File: src/rtl/sync_fifo_param.sv
// sync_fifo_param: parametrised single-clock FIFO with occupancy flags.
// Build macro SYNC_FIFO_FWFT_EN selects first-word-fall-through reads.
module sync_fifo_param #(
    parameter int DATA_W   = 8,
    parameter int DEPTH    = 8,
    parameter int AF_LEVEL = 6,
    parameter int AE_LEVEL = 2
) (
    input  logic                     clk,
    input  logic                     rst,
    input  logic                     flush_i,
    input  logic                     wr_en_i,
    input  logic [DATA_W-1:0]        data_i,
    output logic                     full_o,
    output logic                     almost_full_o,
    input  logic                     rd_en_i,
    output logic [DATA_W-1:0]        data_o,
    output logic                     valid_o,
    output logic                     empty_o,
    output logic                     almost_empty_o,
    output logic [$clog2(DEPTH):0]   count_o,
    output logic                     overflow_o,
    output logic                     underflow_o
);

    localparam int PTR_W = $clog2(DEPTH);
    localparam int CNT_W = PTR_W + 1;

    localparam logic [CNT_W-1:0] FULL_L = CNT_W'(DEPTH);
    localparam logic [CNT_W-1:0] AF_L   = CNT_W'(AF_LEVEL);
    localparam logic [CNT_W-1:0] AE_L   = CNT_W'(AE_LEVEL);
    localparam logic [CNT_W-1:0] ONE    = CNT_W'(1);
    localparam logic [PTR_W-1:0] PONE   = PTR_W'(1);

    logic [DATA_W-1:0] mem_q [DEPTH];

    logic [PTR_W-1:0]  wr_ptr_q, wr_ptr_d;
    logic [PTR_W-1:0]  rd_ptr_q, rd_ptr_d;
    logic [CNT_W-1:0]  count_q, count_d;
    logic              ovf_q, ovf_d;
    logic              udf_q, udf_d;

    logic              wr_acc;
    logic              rd_acc;

    // Flags decode the registered occupancy only.
    always_comb begin
        full_o         = (count_q == FULL_L);
        empty_o        = (count_q == '0);
        almost_full_o  = (count_q >= AF_L);
        almost_empty_o = (count_q <= AE_L);
        count_o        = count_q;
        overflow_o     = ovf_q;
        underflow_o    = udf_q;
    end

    // Accept qualifiers; a flush swallows both requests.
    always_comb begin
        wr_acc = wr_en_i & ~full_o & ~flush_i;
        rd_acc = rd_en_i & ~empty_o & ~flush_i;
    end

    // Pointer, occupancy and sticky error next-state.
    always_comb begin
        wr_ptr_d = wr_ptr_q;
        rd_ptr_d = rd_ptr_q;
        count_d  = count_q;
        ovf_d    = ovf_q | (wr_en_i & full_o);
        udf_d    = udf_q | (rd_en_i & empty_o);
        if (wr_acc) wr_ptr_d = wr_ptr_q + PONE;
        if (rd_acc) rd_ptr_d = rd_ptr_q + PONE;
        unique case (1'b1)
            flush_i:           count_d = '0;
            wr_acc & ~rd_acc:  count_d = count_q + ONE;
            rd_acc & ~wr_acc:  count_d = count_q - ONE;
            default:           count_d = count_q;
        endcase
        if (flush_i) begin
            wr_ptr_d = '0;
            rd_ptr_d = '0;
            ovf_d    = 1'b0;
            udf_d    = 1'b0;
        end
    end

    // Control state registers.
    always_ff @(posedge clk) begin
        if (rst) begin
            wr_ptr_q <= '0;
            rd_ptr_q <= '0;
            count_q  <= '0;
            ovf_q    <= 1'b0;
            udf_q    <= 1'b0;
        end else begin
            wr_ptr_q <= wr_ptr_d;
            rd_ptr_q <= rd_ptr_d;
            count_q  <= count_d;
            ovf_q    <= ovf_d;
            udf_q    <= udf_d;
        end
    end

    // Storage array; contents survive reset and flush.
    always_ff @(posedge clk) begin
        if (wr_acc && !rst) mem_q[wr_ptr_q] <= data_i;
    end

`ifdef SYNC_FIFO_FWFT_EN

    // Head word is always presented; valid follows occupancy.
    always_comb begin
        data_o  = mem_q[rd_ptr_q];
        valid_o = ~empty_o;
    end

`else

    logic [DATA_W-1:0] data_q, data_d;
    logic              valid_q, valid_d;

    // Registered read port with one cycle of latency.
    always_comb begin
        data_d  = data_q;
        valid_d = rd_acc;
        if (rd_acc) data_d = mem_q[rd_ptr_q];
    end

    // Read data and strobe registers; flush keeps the last word.
    always_ff @(posedge clk) begin
        if (rst) begin
            data_q  <= '0;
            valid_q <= 1'b0;
        end else begin
            data_q  <= data_d;
            valid_q <= valid_d;
        end
    end

    // Drive read port from its registers.
    always_comb begin
        data_o  = data_q;
        valid_o = valid_q;
    end

`endif

endmodule

File: config.mk
export PLATFORM = sky130hd
export DESIGN_NAME = sync_fifo_param
export DESIGN_NICKNAME = d
export VERILOG_FILES = /design/src/rtl/sync_fifo_param.sv
export SDC_FILE = /design/constraint.sdc
export NUM_CORES = 1
export LEC_CHECK = 0
export CAP_MARGIN = 20
export CORE_MARGIN = 2
export CORE_UTILIZATION = 44
export CTS_BUF_LIST = sky130_fd_sc_hd__clkbuf_8
export DETAILED_ROUTE_END_ITERATION = 8
export PLACE_DENSITY_LB_ADDON = 0.12
export SYNTH_ARGS = -nofsm -noshare
export SYNTH_HDL_FRONTEND = slang
export SYNTH_SLANG_ARGS = --single-unit
File: constraint.sdc
create_clock -name clk -period 3.55 [get_ports clk]
set_input_delay 0.8875 -clock clk [delete_from_list [all_inputs] [get_ports clk]]
set_output_delay 0.8875 -clock clk [all_outputs]
set_load 0.005 [all_outputs]
# After elaboration in Yosys (flattened, before gate mapping)

Memories as Yosys holds them, arrays and structs flattened. A register that Yosys moved wholly into a read port is not among the register bits.
Cells that the tools add are included.

Muxes and demuxes: 3
Bitwise logic cells: 15
Add/subtract/negate cells: 4
Reductions and logical operators: 5
Eq/ne operators: 1
Order comparisons: 2

Operators by type and width:

| operator            | count |
|---|---|
| $pmux 4 s3          | 1 |
| $and 1x1->1         | 8 |
| $add 3x1->3 const B | 2 |
| $not 1->1           | 5 |
| $add 4x1->4 const B | 1 |
| $eq 4x4->1 const B  | 1 |
| $ge 4x3->1 const B  | 1 |
| $le 4x2->1 const B  | 1 |
| $logic_not 4->1     | 1 |
| $sub 4x1->4 const B | 1 |
| $reduce_bool 3->1   | 1 |
| $mux 1              | 2 |
| $or 1x1->1          | 2 |
| $reduce_or 2->1     | 1 |
| $logic_and 1x1->1   | 1 |
| $logic_not 1->1     | 1 |

Logic and storage cells: 37
Memories kept: 1
Output and inout port bits: 19
Input port bits: 13
Bits in registers: 13
Bits in writable memories: 64

Memory list:

| name  | depth | width | rd ports | clocked after memory_dff | wr ports | RTL line | RTL |
|---|---|---|---|---|---|---|---|
| mem_q | 8     | 8     | 1        | 1                        | 1        | 35       | `logic [DATA_W-1:0] mem_q [DEPTH];` |

# Logic depth before layout (Yosys ltp)

Depth in word-level cells: 7
Gate-level depth with buffers: 11
Depth with buffers taken out: 9

# Worst setup path after synthesis

Ideal clock, no wire load.

Path type: input to register
From: input rst
To: memory mem_q[0][0], enable pin
Required time: 3.167 ns
Arrival: 2.429 ns
Buffers on the path: 2
Library setup time: 0.383 ns
Stages: 5
Slack: 0.738 ns
Path through: buf_2 or2_2 buf_2 or3_1 nor3_1

Longest elaborated chain between the ends: 4

RTL lines:

| element                      | RTL line | RTL |
|---|---|---|
| start: declaration           | 10       | `input logic rst,` |
| $logic_not 1->1              | 105      | `if (wr_acc && !rst) mem_q[wr_ptr_q] <= data_i;` |
| $logic_and 1x1->1            | 105      |  |
| $mux 1                       | 105      |  |
| $mux 1 (not written as such) | 105      |  |
| end: declaration             | 35       |  |

Every way passes these cells.

# Worst setup path in the final report

From: input wr_en_i
To: register count_q[3] (netlist: count_o[3])

Longest elaborated chain between the ends: 5
Elaborated cells between the ends (all ways): 7
Those cells by class: mux (1); bitwise (5); reduce/logical (1)

RTL lines:

| element                                         | RTL line | RTL |
|---|---|---|
| start: declaration                              | 12       | `input logic wr_en_i,` |
| $and 1x1->1 (*) (2 in series)                   | 59       | `wr_acc = wr_en_i & ~full_o & ~flush_i;` |
| $not 1->1                                       | 75       | `rd_acc & ~wr_acc: count_d = count_q - ONE;` |
| $and 1x1->1                                     | 75       |  |
| $pmux 4 s3 or $reduce_bool 3->1 (tied branches) | --       |  |
| end signal: assignment                          | 97       | `count_q <= count_d;` |
| end: declaration                                | 39       | `logic [CNT_W-1:0] count_q, count_d;` |

Mark *: on every way between the ends. The rest lies on a longest branch, timed or not.
A chain may end at the register's enable or synchronous reset.

==> flow_metrics.py <==
metrics = {
    "worst_hold_path": {
        "hold-path-cell-count": 2,
        "min_to": "underflow_o$_SDFF_PP0_",
        "hold_start": "underflow_o$_SDFF_PP0_",
        "hp-class": "flop to flop",
    },
    "clock_tree": {
        "cts_hold_buf": 0,
        "numCtsBuffers": 9,
        "tritoncts": "built",
        "clk_pin_slew_ns": 0.08,
        "postCtsResizedCells": 0,
        "post_cts_buffers": 0,
        "clkLatencyLatePin_ns": 0.35,
        "htree_levels": 3,
        "cts_root_buffer": "clkbuf_8",
        "cts_max_path_buffers": 2,
        "clock_sinks": 85,
    },
    "routing": {
        "avgViaCountPerCell": 5.11,
        "wl_per_cell_um": 16.7,
        "firstDrtPassIters": 4,
        "vias": 1854,
        "totalWireLength_um": 6080,
        "ant_nets": 0,
        "drt_iter0_markers": 111,
        "drc": 0,
    },
    "synthesis": {
        "synthSimpleGateAreaFrac_pct": 8.06,
        "syn-mean-instance-area_sq_um": 16.6,
        "syn-num-nets": 230,
        "synthArstFlopShare_pct": 0,
        "synth_adder_area_share_pct": 2.72,
        "synthTopCellsByArea": "edfxtp_1 (55%), dfxtp_1 (12%), mux4_2 (10%)",
        "yosysTopAreaCell": "edfxtp_1",
        "synthFlopType": "edfxtp_1",
        "synth.distinct_cells": 40,
        "ys_ff_latch": 85,
        "synth_top_family_by_area": "multiplexers",
        "syn_inst": 210,
        "syn_area_sq_um": 3490,
        "synthMuxAreaShare_pct": 12.9,
        "yosysTopAreaCellShare_pct": 55.0,
        "synth_enable_flop_cells": 64,
        "ys.warnings.count": 0,
        "synth-compound-area-share_pct": 5.52,
        "synthXorXnorAreaFrac_pct": 1.25,
        "ys_seq_area_share_pct": 67.1,
    },
    "finish": {
        "antenna_cells": 0,
        "multi_input_area_sq_um": 1060,
        "regArea_sq_um": 2340,
        "drive_gt1_share_pct": 22.6,
        "finalNetCount": 276,
        "n_fill_cell": 640,
        "post-route-util_pct": 54.2,
        "synthToLayoutAreaGrowth_pct": 19.8,
    },
    "die": {
        "fp-row-count": 32,
        "die_w_um": 93.1,
        "io_pins": 32,
        "start_util_pct": 45.2,
        "die_area_sq_um": 8660,
        "core_area_sq_um": 7730,
        "fp.dieH_um": 93.1,
    },
    "grt": {
        "antenna_found_initial": 0,
        "grt_pass1_vias": 1811,
        "overflow": 0,
        "grt_max_degree": 19,
        "top_usage_layer": "met2",
        "grt_use_met2_pct": 23.8,
        "grt_use_met3_pct": 5.32,
        "grt_pass1_wl_um": 9730,
        "track_usage_pct": 15.6,
        "met1_usage_pct": 21.2,
    },
    "sta": {
        "finalClockSkew_ns": 0.00708,
        "fin_crit_sh_pct": 85.0,
        "worst_slew_margin_rel_pct": 36.5,
        "fin_tns_setup_ns": 0,
        "fin_ws_ns": 0.533,
        "drv_slew": 0,
        "max_freq_ghz": 0.331,
        "finalHoldViolCount": 0,
        "rsz0062_at_grt": "false",
        "tightest_slew_ns": 0.951,
        "period_minus_slack_ns": 3.02,
        "setup-violations-final": 0,
    },
    "worst_setup_path": {
        "endpoint_kind": "flop",
        "reg2reg_to": "count_o[3]$_SDFFE_PP0P_",
        "arrival_ns": 3.31,
        "cp_data_required_time_ns": 3.84,
        "r2r_slack_ns": 0.74,
        "path_class": "input port to flop",
        "startpoint_type": "input port",
        "worstPathMaxFanout": 7,
        "r2r_start": "count_o[0]$_SDFFE_PP0P_",
        "reg2reg_depth": 7,
    },
    "place": {
        "place_ws_ns": 0.182,
        "numPortBuffers": 31,
        "place_congestion": 0.777,
        "hpwl_um": 3930,
    },
    "power": {
        "finalPower_w": 0.00191,
        "powerDensity_nw_per_um2": 457,
        "p_leak_nw": 1.37,
        "ir_worst_vdd_uv": 334,
    },
    "job": {
        "maxCapViolations": 0,
    },
    "status": {
        "status": "finished clean",
    },
}
-- sequential cells by signal (all words and copies together), names as in the netlist --
signal and cells:
data_o 8, rd_ptr_q 3, overflow_o 1, mem_q 64, count_o 4, underflow_o 1, wr_ptr_q 3, valid_o 1
-- power by group --
part           switching [W]   total, W  leakage (nW)  internal (W)
logic              0.0000420  0.0000856         0.517     0.0000436
clock network       0.000344   0.000745         0.109      0.000401
registers         0.00000799    0.00108         0.746       0.00107
-- cells by family after synthesis --
| group | Yosys count |
|---|---|
| flops | 85 |
| mux | 25 |
| simple gates | 55 |
| fa+ha+maj | 7 |
| buf+inv | 13 |
| xor+xnor | 5 |
| compound gates | 20 |
-- layout make-up --
class                           instances  area share (%)
Multi-Input combinational cell        112            25.4
Inverter                                3           0.329
Timing Repair Buffer                   45            9.93
Sequential cell                        85            56.0
Tap cell                              102            3.05
Clock inverter                          7            2.36
Clock buffer                            9            2.96
-- how the worst max path moves through the flow --
stage	to	startpoint	slack, ns	depth (start not counted)
after floorplan	mem_q[0][0]$_DFFE_PP_	rst	0.74	5
after global placement	count_o[3]$_SDFFE_PP0P_	wr_en_i	0.24	7
after detailed placement	count_o[3]$_SDFFE_PP0P_	wr_en_i	0.18	7
after CTS	count_o[3]$_SDFFE_PP0P_	wr_en_i	0.56	7
after global routing	count_o[3]$_SDFFE_PP0P_	wr_en_i	0.48	7
final	count_o[3]$_SDFFE_PP0P_	wr_en_i	0.53	7
-- stage by stage --
step | area (sq um) | hold WS, ns | std cells
after floorplan | 3490 | 0.460 | 210
after global placement | 3960 | 0.454 | 347
after detailed placement | 3960 | 0.460 | 347
after CTS | 4190 | 0.480 | 363
after global routing | 4190 | 0.506 | 363
final | 4190 | 0.472 | 363
-- Yosys cell counts, drive strengths merged, types with 2 or more instances --
master  count
edfxtp     64
nor2       27
dfxtp      21
mux4       16
a211oi      9
mux2i       9
buf         8
a21oi       7
ha          6
nor3        5
inv         3
nand2       3
nand3       3
or2         3
or4b        3
xor2        3
clkbuf      2
nand2b      2
nor3b       2
xnor2       2
-- layer usage --
layer,vias up,wire length (um)
met5,-,0
met4,0,63
met3,5,273
met2,40,2920
met1,898,2820
li1,911,-
-- worst max-delay path, cell delays in order --
cell and delay [ns]:
clkdlybuf4s50_1 0.56, nand2_1 0.14, or2_2 0.32, ha_1 0.38
or4b_2 0.68, a211o_1 0.28, nand3_1 0.07
-- cell usage in the layout (no fill, tap or decap), types with 2 or more instances in the layout --
cell,count
nand3_1,3
nor2_1,27
or4b_1,2
clkinvlp_4,2
xor2_1,3
bufinv_16,2
clkdlybuf4s50_1,31
edfxtp_1,64
mux2i_1,9
inv_1,3
or2_2,2
a21oi_1,7
nor3_1,5
ha_1,6
xnor2_1,2
dfxtp_1,21
nand2b_1,2
nor3b_1,2
clkbuf_8,9
buf_4,14
a211oi_2,8
mux4_2,16
nand2_1,3
No activity file was read; power rests on OpenSTA's default activity.
